`src/rtl/bu_pkg.sv`:
```
// ---------------------------------------------------------------------------
// bu_pkg
// Shared definitions for the L1 bus-unit arbiter slice.
//   - Requester index constants (bit positions in req/gnt/done/err and the
//     encoded value driven on sel).
//   - Arbiter FSM state encoding.
// ---------------------------------------------------------------------------
package bu_pkg;

   localparam logic [1:0] BU_REQ_D   = 2'd0;
   localparam logic [1:0] BU_REQ_I   = 2'd1;
   localparam logic [1:0] BU_REQ_PTW = 2'd2;

   typedef enum logic [1:0] {
      IDLE    = 2'd0,
      GRANT   = 2'd1,
      RELEASE = 2'd2
   } bu_state_t;

endpackage

```
`src/rtl/bu_rr_pick.sv`:
```
// ---------------------------------------------------------------------------
// bu_rr_pick
// Combinational winner selection for the bus-unit arbiter.
// Priority: starved I/PTW requester(s) first, then D, then I/PTW by the
// round-robin pointer.
// Ports:
//   req     in  3  level requests (bit0 D, bit1 I, bit2 PTW)
//   starve  in  2  starvation flags (bit0 I, bit1 PTW)
//   ptr     in  1  I/PTW round-robin pointer (0 = I next)
//   win     out 3  one-hot winner, 0 when no request
//   idx     out 2  encoded winner, BU_REQ_D when no request
// ---------------------------------------------------------------------------
module bu_rr_pick
   import bu_pkg::*;
(
   input  logic [2:0] req,
   input  logic [1:0] starve,
   input  logic       ptr,
   output logic [2:0] win,
   output logic [1:0] idx
);

   logic force_i;
   logic force_p;

   always_comb begin
      win     = 3'b000;
      idx     = BU_REQ_D;
      force_i = req[BU_REQ_I]   & starve[0];
      force_p = req[BU_REQ_PTW] & starve[1];

      if (force_i && force_p) begin
         idx = ptr ? BU_REQ_PTW : BU_REQ_I;
      end else if (force_i) begin
         idx = BU_REQ_I;
      end else if (force_p) begin
         idx = BU_REQ_PTW;
      end else if (req[BU_REQ_D]) begin
         idx = BU_REQ_D;
      end else if (req[BU_REQ_I] && req[BU_REQ_PTW]) begin
         idx = ptr ? BU_REQ_PTW : BU_REQ_I;
      end else if (req[BU_REQ_I]) begin
         idx = BU_REQ_I;
      end else if (req[BU_REQ_PTW]) begin
         idx = BU_REQ_PTW;
      end

      if (|req) begin
         win = 3'b001 << idx;
      end
   end

endmodule

```
`src/rtl/bu_arbiter.sv`:
```
// ---------------------------------------------------------------------------
// bu_arbiter
// Shares the single L1 bus unit between L1-D (bit0), L1-I (bit1) and the
// page-table walker (bit2). One owner at a time; the grant is held until the
// bus unit reports completion or error, then dropped for one RELEASE cycle.
// D wins by default; I and PTW are forced through after STARVE_MAX lost
// arbitrations.
//
// Optional feature (macro BU_ARB_TIMEOUT_EN): abort a grant after
// TIMEOUT_CYC cycles without completion, pulsing err[owner] and abort.
//
// Ports:
//   clk        in   1  clock
//   rst        in   1  synchronous active-high reset
//   req        in   3  level requests, held until done/err
//   gnt        out  3  registered one-hot grant
//   sel        out  2  encoded owner (0 when idle) for the bus request mux
//   bus_req    out  1  |gnt
//   trans_rdy  in   1  bus-unit transfer complete
//   bus_error  in   1  bus-unit access failed
//   done       out  3  completion pulse to the owner
//   err        out  3  error/timeout pulse to the owner
//   abort      out  1  one-cycle bus-unit abort on timeout
//   starved    out  1  some starvation counter is at STARVE_MAX
// ---------------------------------------------------------------------------
module bu_arbiter
   import bu_pkg::*;
#(
   parameter int STARVE_MAX  = 4,
   parameter int TIMEOUT_CYC = 1023
) (
   input  logic       clk,
   input  logic       rst,
   input  logic [2:0] req,
   output logic [2:0] gnt,
   output logic [1:0] sel,
   output logic       bus_req,
   input  logic       trans_rdy,
   input  logic       bus_error,
   output logic [2:0] done,
   output logic [2:0] err,
   output logic       abort,
   output logic       starved
);

   localparam int              SW         = $clog2(STARVE_MAX + 1);
   localparam logic [SW-1:0]   STARVE_LIM = SW'(STARVE_MAX);

   bu_state_t  state_reg, state_next;
   logic [2:0] gnt_reg, gnt_next;
   logic [1:0] sel_reg, sel_next;
   logic       ptr_reg;
   logic [1:0] starve_flag;
   logic [2:0] pick_win;
   logic [1:0] pick_idx;
   logic       arb_fire;
   logic       timeout_hit;
   logic       abort_int;

   assign arb_fire = (state_reg == IDLE) && (|req);

   bu_rr_pick u_pick (
      .req    (req),
      .starve (starve_flag),
      .ptr    (ptr_reg),
      .win    (pick_win),
      .idx    (pick_idx)
   );

   // Starvation counters for I (gi=0) and PTW (gi=1); they only move at an
   // arbitration and saturate at STARVE_MAX.
   generate
      for (genvar gi = 0; gi < 2; gi++) begin : g_starve
         logic [SW-1:0] cnt_reg;

         always_ff @(posedge clk) begin
            if (rst) begin
               cnt_reg <= '0;
            end else if (arb_fire) begin
               if (pick_win[gi+1]) begin
                  cnt_reg <= '0;
               end else if (req[gi+1] && (cnt_reg < STARVE_LIM)) begin
                  cnt_reg <= cnt_reg + 1'b1;
               end
            end
         end

         assign starve_flag[gi] = (cnt_reg >= STARVE_LIM);
      end
   endgenerate

   // Pointer flips to the other non-D master after an I or PTW grant.
   always_ff @(posedge clk) begin
      if (rst) begin
         ptr_reg <= 1'b0;
      end else if (arb_fire) begin
         if (pick_win[BU_REQ_I]) begin
            ptr_reg <= 1'b1;
         end else if (pick_win[BU_REQ_PTW]) begin
            ptr_reg <= 1'b0;
         end
      end
   end

`ifdef BU_ARB_TIMEOUT_EN
   localparam int TW = $clog2(TIMEOUT_CYC + 1);

   logic [TW-1:0] tmo_cnt_reg;

   // The count includes the current grant cycle: the first GRANT cycle sees
   // 1, so the abort fires in grant cycle TIMEOUT_CYC.
   always_ff @(posedge clk) begin
      if (rst) begin
         tmo_cnt_reg <= '0;
      end else if (arb_fire) begin
         tmo_cnt_reg <= TW'(1);
      end else if ((state_reg == GRANT) && (tmo_cnt_reg != TW'(TIMEOUT_CYC))) begin
         tmo_cnt_reg <= tmo_cnt_reg + 1'b1;
      end
   end

   assign timeout_hit = (state_reg == GRANT) && (tmo_cnt_reg == TW'(TIMEOUT_CYC));
`else
   logic [31:0] unused_timeout_cfg;
   assign unused_timeout_cfg = 32'(TIMEOUT_CYC);
   assign timeout_hit        = 1'b0;
`endif

   // A real completion in the timeout cycle wins over the abort.
   assign abort_int = timeout_hit & ~trans_rdy & ~bus_error & ~rst;

   always_ff @(posedge clk) begin
      if (rst) begin
         state_reg <= IDLE;
         gnt_reg   <= 3'b000;
         sel_reg   <= BU_REQ_D;
      end else begin
         state_reg <= state_next;
         gnt_reg   <= gnt_next;
         sel_reg   <= sel_next;
      end
   end

   always_comb begin
      state_next = state_reg;
      gnt_next   = gnt_reg;
      sel_next   = sel_reg;
      case (state_reg)
         IDLE: begin
            if (|req) begin
               state_next = GRANT;
               gnt_next   = pick_win;
               sel_next   = pick_idx;
            end
         end
         GRANT: begin
            // Dropping req does not end the grant; only the bus unit can.
            if (trans_rdy || bus_error || timeout_hit) begin
               state_next = RELEASE;
               gnt_next   = 3'b000;
               sel_next   = BU_REQ_D;
            end
         end
         RELEASE: begin
            state_next = IDLE;
            gnt_next   = 3'b000;
            sel_next   = BU_REQ_D;
         end
         default: begin
            state_next = IDLE;
            gnt_next   = 3'b000;
            sel_next   = BU_REQ_D;
         end
      endcase
   end

   // gnt is zero outside GRANT, so bus-unit strobes in IDLE/RELEASE vanish.
   // rst masks the pulses so a transaction killed by reset never completes.
   assign done    = gnt_reg & {3{trans_rdy & ~bus_error & ~rst}};
   assign err     = gnt_reg & {3{(bus_error & ~rst) | abort_int}};
   assign abort   = abort_int;
   assign gnt     = gnt_reg;
   assign sel     = sel_reg;
   assign bus_req = |gnt_reg;
   assign starved = |starve_flag;

endmodule

```
`config.mk`:
```
export PLATFORM = sky130hd
export DESIGN_NAME = bu_arbiter
export DESIGN_NICKNAME = d
export VERILOG_FILES = /design/src/rtl/bu_pkg.sv /design/src/rtl/bu_rr_pick.sv /design/src/rtl/bu_arbiter.sv
export SDC_FILE = /design/constraint.sdc
export NUM_CORES = 1
export LEC_CHECK = 0
export ABC_AREA = 1
export BUFFER_PORTS_ARGS = -buffer_cell sky130_fd_sc_hd__buf_2
export CAP_MARGIN = 10
export CORE_UTILIZATION = 43
export CTS_CLUSTER_SIZE = 16
export DETAILED_ROUTE_END_ITERATION = 10
export GPL_ROUTABILITY_DRIVEN = 0
export PLACE_DENSITY = 0.71
export SLEW_MARGIN = 5
export SYNTH_ARGS = -nofsm -noshare
export SYNTH_HDL_FRONTEND = slang
export SYNTH_SLANG_ARGS = --single-unit
export TNS_END_PERCENT = 10
```
`constraint.sdc`:
```
create_clock -name clk -period 2.88 [get_ports clk]
set_clock_uncertainty 0.05 [all_clocks]
set_input_delay 0.288 -clock clk [delete_from_list [all_inputs] [get_ports clk]]
set_output_delay 0.288 -clock clk [all_outputs]
set_load 0.005 [all_outputs]
```
==> flow_metrics.py, run 1 <==
metrics = {
    "run_status": {
        "outcome": "finished, violations left",
        "violations": "DRC",
    },
    "layout": {
        "largest_reg_flops": 6,
        "drive_gt1_share_pct": 24.41,
        "diodes": 0,
        "nNetsFinal": 138,
        "fin_cells": 143,
        "synthToLayoutAreaGrowth_pct": 17.06,
        "fin_util_pct": 55.62,
        "n_fill_cell": 153,
    },
    "placement": {
        "dp_cells": 140,
        "place_ws_ps": 1572,
        "dp_hpwl_mm": 1.178,
        "port_buffers": 19,
    },
    "global_route": {
        "first_global_vias": 626,
        "grt_max_degree": 11,
        "grt_util_all_layers_pct": 17.26,
        "antenna_found_initial": 0,
        "grt_pass1_wl_mm": 2.442,
        "grt-ovfl-total": 0,
    },
    "power": {
        "powerDensity_nw_per_um2": 478.4,
        "total_power_uw": 414.8,
        "pwr-share-clk_pct": 26.1,
        "p_leak_nw": 0.4496,
        "p_sw_uw": 124.6,
        "sw_frac_of_total_pct": 30.04,
        "pwr-share-comb_pct": 21.3,
        "p_int_uw": 290.2,
        "pwr-share-seq_pct": 52.6,
        "peakVddDrop_mv": 0.2866,
    },
    "setup_path": {
        "crit_chain": "buf_2, inv_1, nand3b_1, nor2_1, buf_2",
        "critPathKind": "input port to primary output",
        "crit_required_ps": 2540,
        "crit_path_frequent_cell": "buf_2",
        "cp-start-kind": "input port",
        "rrSetupSlack_ps": 1700,
        "cp_max_fo": 10,
        "slowest_stage": "buf_2",
        "cpPeakStageDelay_ps": 160,
        "worst_setup_path_end_kind": "primary output",
        "arrival_ps": 980,
    },
    "clocking": {
        "clk-insertion-delay-late_ps": 270,
        "clk_pin_slew_ps": 80,
        "cts_tree": "built",
        "cts_setup_buffers": 0,
        "cts-resized-gates": 0,
        "clk_path_buf_depth": 2,
        "htreeDepth": 1,
        "cts.sinks": 14,
        "cts_root_buf": "clkbuf_4",
        "cts-hold-fix-buffers": 0,
        "cts_buffers": 3,
    },
    "die": {
        "chipWidth_um": 43.51,
        "row_count": 14,
        "num_io_pins": 21,
        "dieArea_um2": 1893,
        "start_util_pct": 47.51,
        "die_h_um": 43.51,
        "coreArea_um2": 1559,
    },
    "sta": {
        "fin_crit_ps": 1318,
        "drv_slew": 0,
        "fin_tns_setup_ps": 0,
        "rsz0062_at_grt": "no",
        "finalSetupViolations": 0,
        "fmax_mhz": 758.9,
        "hold_viol": 0,
        "period_share_pct": 45.76,
        "fin_ws_ps": 1562,
    },
    "logic_synthesis": {
        "muxShareOfSynthArea_pct": 0,
        "synth_top_area_cell": "dfxtp_1",
        "netlist.area_leader.share_pct": 37.84,
        "synth_area_leaders": "dfxtp_1 (38%), nand2_1 (13%), inv_1 (9.1%), a21oi_1 (6.8%), nand3_1 (6.1%)",
        "synth_fa_ha_area_share_pct": 3.378,
        "synth_top_family_by_area": "simple AND/OR/NAND/NOR gates",
        "avgSynthCellArea_um2": 6.923,
        "synth_compound_area_share_pct": 13.51,
        "synth-seq-cells": 14,
        "syn_nets": 116,
        "yosysSeqAreaShare_pct": 37.84,
        "synth.distinct_cells": 20,
        "ys_warn_count": 0,
        "synth_cells": 107,
        "synth_area_um2": 740.7,
        "synthSimpleGateAreaFrac_pct": 32.94,
        "synth_xor_area_share_pct": 1.182,
    },
    "detailed_routing": {
        "wl_mm": 1.456,
        "via_per_inst": 4.867,
        "postRouteAntennaNets": 0,
        "routed-via-count": 696,
        "first_pass_iters": 7,
        "wire_per_inst_um": 10.18,
        "drt-initial-drc-count": 19,
        "post-route-drc-count": 2,
    },
    "flow_run": {
        "max-cap-violations": 0,
    },
    "hold_path": {
        "min-delay-path-class": "input port to register",
    },
}
-- area by class of cell --
class                   count  area, um^2  share of cell area [%]
flip-flops and latches     14       280.3                   32.32
clock buffers               3       22.52                   2.597
multi-input cells          73       381.6                   44.01
repair buffers             19       95.09                   10.97
inverters                  18       67.56                   7.792
well taps                  16       20.02                   2.309
-- critical path, delay by kind of cell --
family | cells | cell delay, ps
buffers and inverters | 3 | 430
and+or+nand+nor | 2 | 260
-- power by group through the flow --
stage,clock network [mW],registers (mW),logic [mW]
2_1_floorplan,0,0.221,0.0640
3_3_place_gp,0,0.222,0.0858
3_5_place_dp,0,0.223,0.0889
4_1_cts,0.113,0.218,0.0893
5_1_grt,0.121,0.220,0.103
6_report,0.108,0.218,0.0885
-- cell families (layout without fill, tap and decap cells) --
kind of cell             Yosys count  after routing
XOR/XNOR                           1              1
other                              1              1
buffers and inverters             20             40
AO/OA/AOI/OAI                     14             14
adder cells (fa/ha/maj)            2              2
flip-flops                        14             14
AND/OR/NAND/NOR                   55             55
-- final timing paths --
kind / start / depth (start not counted) / end
min: rst / 2 / gnt[0]
max: rst / 5 / done[2]
min reg2reg: state_reg[1] / 1 / state_reg[1]
max reg2reg: state_reg[0] / 6 / g_starve[0].cnt_reg[0]
-- cells in the mapped netlist --
library cell,n
a21oi_1,10
dfxtp_1,14
a21oi_2,1
nor2_1,11
nand2_1,25
xor2_1,1
ha_1,2
conb_1,1
nand2_2,4
nand3_1,9
o21ai_2,1
nand3b_1,1
a21oi_4,1
clkbuf_1,1
inv_1,18
nor4_1,1
nand4_1,3
o21ai_4,1
nor2_2,1
buf_4,1
-- stage by stage --
stage	area (um^2)	hold slack, ps
2_1_floorplan	740.7	349.3
4_1_cts	867.1	241.8
6_report	867.1	249.7
3_3_place_gp	844.6	356.1
5_1_grt	867.1	258.6
3_5_place_dp	844.6	365.2
-- layer usage --
| metal | global-route usage [%] | routed length, um |
|---|---|---|
| met5 | 0 | 0 |
| met4 | 5.625 | 0 |
| met2 | 28.79 | 683 |
| met3 | 5.000 | 54 |
| met1 | 21.39 | 718 |
-- layout by cell type, fill, tap and decap left out, drive strengths merged --
cell    Yosys  layout
buf         1      19
nand3b      1       1
nand3       9       9
o21ai       2       2
conb        1       1
nand4       3       3
xor2        1       1
nand2      29      29
nor2       12      12
inv        18      18
ha          2       2
dfxtp      14      14
a21oi      12      12
nor4        1       1
clkbuf      1       3
Note: power is estimated with default switching activity, not from simulation.
==> inputs of run 2 (changes only) <==
--- a/config.mk
+++ b/config.mk
@@ -5,14 +5,14 @@
 export SDC_FILE = /design/constraint.sdc
 export NUM_CORES = 1
 export LEC_CHECK = 0
-export ABC_AREA = 1
+export ABC_AREA = 0
 export BUFFER_PORTS_ARGS = -buffer_cell sky130_fd_sc_hd__buf_2
 export CAP_MARGIN = 10
 export CORE_UTILIZATION = 43
 export CTS_CLUSTER_SIZE = 16
 export DETAILED_ROUTE_END_ITERATION = 10
 export GPL_ROUTABILITY_DRIVEN = 0
-export PLACE_DENSITY = 0.71
+export PLACE_DENSITY = 0.73
 export SLEW_MARGIN = 5
 export SYNTH_ARGS = -nofsm -noshare
 export SYNTH_HDL_FRONTEND = slang
==> constraint.sdc (replaced) <==
create_clock -name clk -period 1.1 [get_ports clk]
set_clock_uncertainty 0.05 [all_clocks]
set_input_delay 0.11 -clock clk [delete_from_list [all_inputs] [get_ports clk]]
set_output_delay 0.11 -clock clk [all_outputs]
set_load 0.005 [all_outputs]
==> run 2 against run 1 <==
Against the previous run: the flow finishes with violations (setup timing); clock power grew to 2.7 times the previous value; core utilization grew 12 points; routed wire length grew 50%; count of clock-buffer cells in the layout is the same; combinational power grew to 3.9 times the previous value; largest cell class unchanged; highest routed layer unchanged.
==> flow_metrics.py, run 2 <==
metrics = {
    "logic_synthesis": {
        "synth.distinct_cells": 45,
        "avgSynthCellArea_um2": 8.908,
        "synth_area_um2": 819.5,
        "synth_top_area_cell": "dfxtp_1",
        "netlist.area_leader.share_pct": 34.20,
        "ys.flop_type": "dfxtp_1",
        "async_flop_share_pct": 0,
        "synth_area_leaders": "dfxtp_1 (34%), and2_1 (4.6%), a41oi_4 (3.4%), nor2_1 (3.2%), ha_1 (3.1%)",
        "synth-seq-cells": 14,
        "synthTopCellsByCount": "dfxtp_1 (14), nor2_1 (7), and2_1 (6)",
        "synth_most_common_cell": "dfxtp_1",
        "syn_nets": 101,
        "synth_cells": 92,
        "yosysSeqAreaShare_pct": 34.20,
        "synth_edf_count": 0,
        "ys_warn_count": 0,
    },
    "setup_path": {
        "worst_setup_path_end_kind": "register",
        "slowest_stage": "dfxtp_2",
        "cp-start-kind": "register",
        "critPathKind": "register to register",
        "cp_max_fo": 4,
        "crit_chain": "and3b_2, a21oi_4, buf_6, a2111oi_4, o21bai_1",
        "crit_required_ps": 1270,
        "cp-startpoint": "g_starve[1].cnt_reg[2]",
        "r2r-start": "g_starve[1].cnt_reg[2]",
        "arrival_ps": 1530,
        "cpPeakStageDelay_ps": 340,
    },
    "die": {
        "start_util_pct": 46.45,
        "die_h_um": 45.66,
        "chipWidth_um": 45.66,
        "coreArea_um2": 1764,
        "dieArea_um2": 2084,
        "row_count": 15,
        "num_io_pins": 21,
    },
    "power": {
        "pwr-share-seq_pct": 47.3,
        "pwr-share-clk_pct": 24.2,
        "p_sw_uw": 364.7,
        "p_leak_nw": 0.5244,
        "pwr-share-comb_pct": 28.5,
        "peakVddDrop_mv": 0.7382,
        "sw_frac_of_total_pct": 30.26,
        "total_power_mw": 1.205,
        "p_int_uw": 840.6,
        "powerDensity_nw_per_um2": 1012,
    },
    "detailed_routing": {
        "wl_mm": 2.177,
        "postRouteAntennaNets": 0,
        "post-route-drc-count": 0,
        "routed-via-count": 790,
        "wire_per_inst_um": 14.42,
        "via_per_inst": 5.232,
        "first_pass_iters": 4,
        "drt-initial-drc-count": 18,
    },
    "sta": {
        "rsz0062_at_grt": "yes",
        "hold_ws_ps": 123.1,
        "period_share_pct": 123.8,
        "fin_ws_ps": -262.3,
        "finalSetupViolations": 18,
        "fin_crit_ps": 1362,
        "fmax_mhz": 734.1,
        "hold_viol": 0,
        "drv_slew": 0,
    },
    "global_route": {
        "grt_max_degree": 14,
        "antenna_found_initial": 0,
        "first_global_vias": 733,
        "grt-ovfl-total": 0,
        "grt_pass1_wl_mm": 3.470,
        "grt_util_all_layers_pct": 23.60,
    },
    "layout": {
        "nNetsFinal": 137,
        "fin_util_pct": 67.52,
        "layout_common_cells": "buf_2 (19), buf_4 (14), dfxtp_1 (8)",
        "fin_cells": 151,
        "drive_gt1_share_pct": 53.17,
        "synthToLayoutAreaGrowth_pct": 45.34,
        "layout_commonest_cell": "buf_2",
        "diodes": 0,
        "largest_reg_flops": 6,
        "register_area_um2": 290.3,
        "multi_input_area_um2": 598.1,
        "n_fill_cell": 149,
    },
    "hold_path": {
        "min_from": "req[1]",
        "min-delay-path-class": "input port to register",
    },
    "run_status": {
        "violations": "setup timing",
        "outcome": "finished, violations left",
    },
    "placement": {
        "port_buffers": 19,
        "dp_cells": 148,
        "dp_hpwl_mm": 1.646,
    },
    "clocking": {
        "htreeDepth": 1,
        "cts.sinks": 14,
        "cts_setup_buffers": 0,
        "clk-insertion-delay-late_ps": 280,
        "cts_tree": "built",
        "cts_buffers": 3,
        "clk_pin_slew_ps": 90,
        "clk_path_buf_depth": 2,
        "cts_root_buf": "clkbuf_4",
    },
    "flow_run": {
        "max-cap-violations": 0,
    },
}
run 2: power groups by stage:
stage	clock network, mW	registers [mW]	logic [mW]
after detailed placement	0	0.581	0.302
after CTS	0.313	0.569	0.333
after global placement	0	0.581	0.295
after global routing	0.324	0.574	0.375
after floorplan	0	0.584	0.181
final	0.292	0.570	0.343
run 2: path summary, 6_finish.rpt:
kind,to,slack [ps],cells past startpoint
max,ptr_reg,-260,5
min reg2reg,sel[1],410,2
min,g_starve[0].cnt_reg[2],120,3
max reg2reg,ptr_reg,-260,5
run 2: kinds of logic (layout without fill, tap and decap cells):
family,Yosys count,in the layout,share of synthesized area [%]
XOR/XNOR,1,1,1.069
other,1,1,0.4576
buffers and inverters,9,43,5.648
adder cells (fa/ha/maj),3,3,4.274
AND/OR/NAND/NOR,38,38,27.03
AO/OA/AOI/OAI,26,26,27.33
flip-flops,14,14,34.20
run 2: timing repair:
item                       4_1_cts  5_1_grt
hold buffers                     0        0
pin swaps                        8        0
setup endpoints to repair       18       21
resized for setup               17        5
run 2: cell type report:
| class | instances | area share (%) |
|---|---|---|
| multi-input combinational | 69 | 50.21 |
| sequential | 14 | 24.37 |
| inverter | 4 | 1.261 |
| clock buffer | 3 | 1.891 |
| tap | 25 | 2.626 |
| timing repair buffer | 36 | 19.64 |
run 2: critical path, delay by kind of cell, from the launching register on:
family	cells	cell delay [ps]
flip-flops	1	340
AO/OA/AOI/OAI	3	540
AND/OR/NAND/NOR	1	260
buffers and inverters	1	120
run 2: per-layer routing:
layer | vias up | global-route usage (%) | wire [um]
li1 | 407 | - | -
met1 | 371 | 31.40 | 1002
met2 | 12 | 37.71 | 1098
met3 | 0 | 6.349 | 76
met4 | 0 | 5.455 | 0
met5 | - | 0 | 0
run 2: metrics by stage:
step / setup TNS, ps / setup WS [ps] / instance area (um^2)
after floorplan: -2181 / -219.7 / 864.6
after global placement: -2950 / -302.2 / 1081
after detailed placement: -3261 / -316.0 / 1081
after CTS: -2985 / -274.5 / 1169
after global routing: -3728 / -333.0 / 1191
final: -2756 / -262.3 / 1191
